===== config.mk =====
export PLATFORM = sky130hd
export DESIGN_NAME = coin_entry_conditioner
export DESIGN_NICKNAME = d
export VERILOG_FILES = /design/src/rtl/coin_entry_conditioner.sv
export SDC_FILE = /design/constraint.sdc
export NUM_CORES = 1
export LEC_CHECK = 0
export CAP_MARGIN = 20
export CORE_ASPECT_RATIO = 0.6
export CORE_UTILIZATION = 45
export DETAILED_ROUTE_END_ITERATION = 8
export GPL_ROUTABILITY_DRIVEN = 0
export GPL_TIMING_DRIVEN = 0
export PLACE_DENSITY = 0.74
export SLEW_MARGIN = 20
export SYNTH_ARGS = -nofsm -noshare
export SYNTH_HDL_FRONTEND = slang
export SYNTH_SLANG_ARGS = --single-unit

===== constraint.sdc =====
create_clock -name clock -period 5.1 [get_ports clock]
set_clock_uncertainty 0.2 [all_clocks]
set_input_delay 1.53 -clock clock [delete_from_list [all_inputs] [get_ports clock]]
set_output_delay 1.53 -clock clock [all_outputs]
set_load 0.01 [all_outputs]

===== src/rtl/coin_entry_conditioner.sv =====
// Coin-entry front end for the vending controller.
// Synchronizes and debounces a bouncy active-low pushbutton together with the
// coin-type switches. Each accepted press produces exactly one registered
// coin pulse, or a reject pulse if no coin type is selected. A saturating
// count of accepted coins is also kept.
module coin_entry_conditioner #(
  parameter int unsigned DEBOUNCE_CYCLES = 50000
) (
  input  logic       clock,
  input  logic       reset,
  input  logic       key_n,
  input  logic [1:0] coin_sel,
  output logic [1:0] coin,
  output logic       coin_valid,
  output logic       reject,
  output logic       busy,
  output logic [7:0] coin_count
);

  localparam int unsigned CNT_W = 16;

  // Terminal count: the D-th consecutive stable cycle has been observed.
  localparam logic [CNT_W-1:0] CNT_LAST = CNT_W'(DEBOUNCE_CYCLES - 1);

  typedef enum logic [2:0] {
    IDLE         = 3'd0,
    PRESS_WAIT   = 3'd1,
    EMIT         = 3'd2,
    HELD         = 3'd3,
    RELEASE_WAIT = 3'd4
  } state_t;

  state_t           state;
  logic [CNT_W-1:0] cnt;
  logic [1:0]       coin_lat;

  // Two-flop synchronizers. Stage _p0 may go metastable and _p1 is the
  // clean sample. key_p1 is the synchronized key (key_s) and sel_p1 is
  // the synchronized coin select (sel_s).
  logic       key_p0;
  logic       key_p1;
  logic [1:0] sel_p0;
  logic [1:0] sel_p1;

  // Saturating increment for the coin counter. It holds at all-ones
  // instead of wrapping.
  function automatic logic [7:0] sat_inc(input logic [7:0] val);
    if (val == 8'hFF) begin
      return val;
    end
    return val + 8'd1;
  endfunction

  // Whether the latched coin code names a real coin type.
  function automatic logic is_coin(input logic [1:0] sel);
    return (sel != 2'b00);
  endfunction

  // Input synchronizers. The reset values match the released button with
  // no coin selected, so a key held through reset is seen as a fresh edge.
  always_ff @(posedge clock) begin
    if (reset) begin
      key_p0 <= 1'b1;
      key_p1 <= 1'b1;
      sel_p0 <= 2'b00;
      sel_p1 <= 2'b00;
    end else begin
      key_p0 <= key_n;
      key_p1 <= key_p0;
      sel_p0 <= coin_sel;
      sel_p1 <= sel_p0;
    end
  end

  // ---- stage boundary: synchronized inputs -> debounce FSM ----

  // Debounce FSM with registered outputs. The coin and reject pulses are
  // loaded on the edge that enters EMIT, so they are high for exactly the
  // one cycle that state lasts. busy tracks the next state, so it is
  // registered in step with state.
  always_ff @(posedge clock) begin
    if (reset) begin
      state      <= IDLE;
      cnt        <= '0;
      coin_lat   <= 2'b00;
      coin       <= 2'b00;
      coin_valid <= 1'b0;
      reject     <= 1'b0;
      busy       <= 1'b0;
      coin_count <= 8'd0;
    end else begin
      // Pulse outputs default low and are raised only when entering EMIT.
      coin       <= 2'b00;
      coin_valid <= 1'b0;
      reject     <= 1'b0;

      unique case (state)
        IDLE: begin
          if (!key_p1) begin
            state <= PRESS_WAIT;
            cnt   <= '0;
            busy  <= 1'b1;
          end
        end

        PRESS_WAIT: begin
          if (key_p1) begin
            // Bounce: the key went high before it was stable long enough.
            state <= IDLE;
            cnt   <= '0;
            busy  <= 1'b0;
          end else if (cnt == CNT_LAST) begin
            state    <= EMIT;
            coin_lat <= sel_p1;
            if (is_coin(sel_p1)) begin
              coin       <= sel_p1;
              coin_valid <= 1'b1;
              coin_count <= sat_inc(coin_count);
            end else begin
              reject <= 1'b1;
            end
          end else begin
            cnt <= cnt + 1'b1;
          end
        end

        EMIT: begin
          state <= HELD;
        end

        HELD: begin
          // The coin is already latched, so a long hold or a change of
          // coin_sel here has no further effect.
          if (key_p1) begin
            state <= RELEASE_WAIT;
            cnt   <= '0;
          end
        end

        RELEASE_WAIT: begin
          if (!key_p1) begin
            state <= HELD;
          end else if (cnt == CNT_LAST) begin
            state <= IDLE;
            busy  <= 1'b0;
          end else begin
            cnt <= cnt + 1'b1;
          end
        end

        default: begin
          state <= IDLE;
          cnt   <= '0;
          busy  <= 1'b0;
        end
      endcase
    end
  end

  // Coin and reject are mutually exclusive, and a pulse always comes from
  // a busy conditioner.
  a_pulse_excl : assert property (@(posedge clock) disable iff (reset)
    !(coin_valid && reject));
  a_pulse_busy : assert property (@(posedge clock) disable iff (reset)
    (coin_valid || reject) |-> busy);
  a_coin_zero  : assert property (@(posedge clock) disable iff (reset)
    !coin_valid |-> (coin == 2'b00));
  a_coin_lat   : assert property (@(posedge clock) disable iff (reset)
    coin_valid |-> (coin == coin_lat));

endmodule


==> Implementation_results.wiki <==
{| class="wikitable"
! Metric !! Value
|-
| DRC || 0
|-
| Horizontal die dimension || about 83 um
|-
| Accumulated negative setup slack || 0 ps
|-
| Max Clk Rate || a little over 300 MHz
|-
| CTS sink count || 38
|-
| Longest Clk Path Bufs || 2
|-
| RSZ-0062 raised after global routing || no
|-
| Antenna violations before repair || 0
|-
| R2r startpoint || state[2]
|-
| Number of buffers added for setup after CTS || 0
|-
| Number of endpoints failing setup at the final stage || 0
|-
| Worst slew margin relative to its limit || 0.6504
|-
| Status || finished clean
|-
| I/O Buffers || 17
|-
| Mean Syn Cell Area || 8.656 um^2
|-
| Type of the setup path with the least slack || input pin to flop
|-
| Number of vias per cell after detailed routing || between 5 and 6
|-
| Die ar. || between 4000 and 5000 um^2
|-
| Number of instances in the placed design || between 200 and 300
|-
| Post-cts resize count || 0
|-
| Synthesized net count || 214
|-
| Worst-case register-to-register setup slack || 2710 ps
|-
| Buffer cell driving the clock tree root || sky130_fd_sc_hd__clkbuf_8
|-
| Via total after detailed routing || around 1700
|-
| CTS tree || yes
|-
| Max-capacitance violation count || 0
|-
| Startpoint Class || input pin
|-
| Syn Inst Count || slightly above 200
|-
| Req. time, crit path || 5140 ps
|-
| Transition at the pin with the smallest max-transition slack || between 500 and 600 ps
|-
| Initial DRC Count || approximately 160
|-
| Critical Path End Type || flop
|-
| Crit Reg-Reg Endpoint || coin_count[7]
|-
| Global-route congestion overflow total || 0
|-
| Layout cell share with drive strength beyond 1 || 0.07759
|-
| Placed wire-length estimate || ~2.8 mm
|-
| Via count of the first global-routing pass || roughly 1500
|-
| Count of unique library cells instantiated by Yosys || between 40 and 50
|-
| Std cell rows || 17
|-
| Proportion of synthesized chip area in sequential cells || 0.4246
|-
| Worst vdd ir || approximately 0.16 mV
|-
| Clock-pin slew on the worst setup and hold paths || approximately 80 ps
|-
| Number of warning messages in the yosys log || 0
|-
| Clk Latency, worst-skew pair || a little under 300 ps
|-
| Synthesized area || 1792 um^2
|-
| Data arrival time of the critical path || around 3300 ps
|-
| Total CTS buffers || 5
|-
| Routed Antenna Nets || 0
|-
| Standard cell core area || about 3700 um^2
|-
| Number of enable-type register cells in the synthesized netlist || 0
|-
| Synth async-reset ratio || 0
|-
| Final WL || 4.055 mm
|-
| Capture point of the critical path || cnt[11]
|-
| Pre-antenna DRT Iters || 4
|-
| Antenna cell count || 0
|-
| Fin nets || roughly 240
|-
| Final critical delay including setup and external delays || between 3000 and 4000 ps
|-
| Number of hold violations in the final report || 0
|-
| Wire length of the first global-routing pass || 6.686 mm
|-
| Cell area power density || 298.4 nW/um^2
|-
| Count of hold-fix buffers inserted at cts || 0
|-
| Number of standard cells in the final layout excluding fillers || 279
|-
| Final max-slew violation count || 0
|-
| WHS || roughly 220 ps
|-
| Flops & latches, synth || 38
|-
| Starting utilization of the core area || 0.4786
|-
| Area Overhead vs Synth || 20.46%
|-
| Die boundary height || 50.88 um
|-
| Worst Path Max Fanout || 7
|-
| Final worst path period share || 0.6361
|-
| Min-Delay Path Class || flop to flop
|-
| Maximum number of pins on one net before global-route repair || 14
|-
| CTS H-Tree Depth || 2
|-
| Start point of the critical path || reset
|-
| Total GRT Usage || 0.2022
|-
| Most used flip-flop cell after synthesis || sky130_fd_sc_hd__dfxtp_1
|-
| Reported leakage power || between 0.6 and 0.7 nW
|-
| DR WL/cell || approximately 15 um
|-
| I/O pin count || 18
|-
| Total power after layout || approximately 0.64 mW
|-
| R2r worst-path depth || 6
|}
how the worst min path moves through the flow:
stage	start	slack [ps]	endpoint	cells past startpoint
finish	key_p0	220	key_p1	1
CTS	key_p0	210	key_p1	1
floorplan	key_p0	190	key_p1	1
global placement	key_p0	190	key_p1	1
detailed placement	key_p0	200	key_p1	1
global route	key_p0	220	key_p1	1
logic make-up after synthesis:
| logic type | count (synthesis) | share of synthesized area |
|---|---|---|
| flops | 38 | 0.4246 |
| fa+ha+maj | 3 | 0.01955 |
| compound gates | 58 | 0.2011 |
| buf+inv | 20 | 0.04958 |
| simple gates | 88 | 0.3052 |
power by group:
part | internal [mW] | switching (mW) | total, mW
Sequential | 0.301 | 0.00342 | 0.304
Combinational | 0.0130 | 0.0151 | 0.0282
Clock | 0.196 | 0.115 | 0.311
Total | 0.510 | 0.134 | 0.644
cells in the final DEF, fill, tap and decap left out, drive strengths merged, types with 3 or more instances in the layout:
cell / netlist / routed
clkdlybuf4s50: 0 / 17
nor3: 3 / 3
clkbuf: 10 / 15
nor2: 6 / 6
nand3: 10 / 10
or2: 4 / 4
a21oi: 24 / 24
nor4: 3 / 3
and3: 5 / 5
or3: 10 / 10
nand2: 7 / 7
o211ai: 3 / 3
o21ai: 9 / 9
nor2b: 5 / 5
dfxtp: 38 / 38
nand4: 6 / 6
o31ai: 13 / 13
and2: 3 / 3
buf: 4 / 4
inv: 6 / 6
or4: 16 / 16
cell type report:
| cell class | instances | area (um^2) |
|---|---|---|
| buffer | 14 | 66.31 |
| tap | 47 | 58.81 |
| clock inverter | 3 | 68.82 |
| clock buffer | 5 | 68.82 |
| sequential | 38 | 760.7 |
| fill | 348 | 1585 |
| inverter | 6 | 22.52 |
| multi-input combinational | 149 | 942.2 |
| timing repair buffer | 17 | 170.2 |
worst max-delay path, cell delays in order:
cell	delay, ps
sky130_fd_sc_hd__clkdlybuf4s50_1	440
sky130_fd_sc_hd__a21o_1	180
sky130_fd_sc_hd__or3_1	350
sky130_fd_sc_hd__clkbuf_1	190
sky130_fd_sc_hd__or4_1	520
sky130_fd_sc_hd__nand2_1	70
synth_stat cells (4+ instances only):
cell type	instances	area, um^2
sky130_fd_sc_hd__dfxtp_1	38	760.7
sky130_fd_sc_hd__a21oi_1	24	120.1
sky130_fd_sc_hd__or4_1	16	120.1
sky130_fd_sc_hd__o31ai_1	13	97.59
sky130_fd_sc_hd__clkbuf_1	10	37.54
sky130_fd_sc_hd__nand3_1	10	50.05
sky130_fd_sc_hd__or3_1	10	62.56
sky130_fd_sc_hd__o21ai_0	9	45.04
sky130_fd_sc_hd__nand2_1	7	26.28
sky130_fd_sc_hd__inv_1	6	22.52
sky130_fd_sc_hd__nand4_1	6	37.54
sky130_fd_sc_hd__nor2_1	6	22.52
sky130_fd_sc_hd__and3_1	5	31.28
sky130_fd_sc_hd__nor2b_1	5	31.28
sky130_fd_sc_hd__or2_2	4	25.02
metal layers:
layer | GRT usage | up-vias | share of wire
li1 | - | 841 | -
met1 | 0.3184 | 772 | 0.56
met2 | 0.2555 | 47 | 0.36
met3 | 0.05816 | 5 | 0.065
met4 | 0.06497 | 0 | 0.0084
met5 | 0 | - | 0
sequential cells by signal (all words and copies together), names as in the netlist:
register	flops
busy	1
cnt	16
coin	2
coin_count	8
coin_valid	1
key_p0	1
key_p1	1
reject	1
sel_p0	2
sel_p1	2
state	3
through the flow:
stage	setup slack (ps)	util	instance area [um^2]
2_1_floorplan	2105	-	1792
4_1_cts	1848	0.5765	2158
3_5_place_dp	1552	0.5398	2021
5_1_grt	1760	0.5765	2158
6_report	1856	0.5765	2158
3_3_place_gp	1554	0.5398	2021
Note: power is estimated with default switching activity, not from simulation.
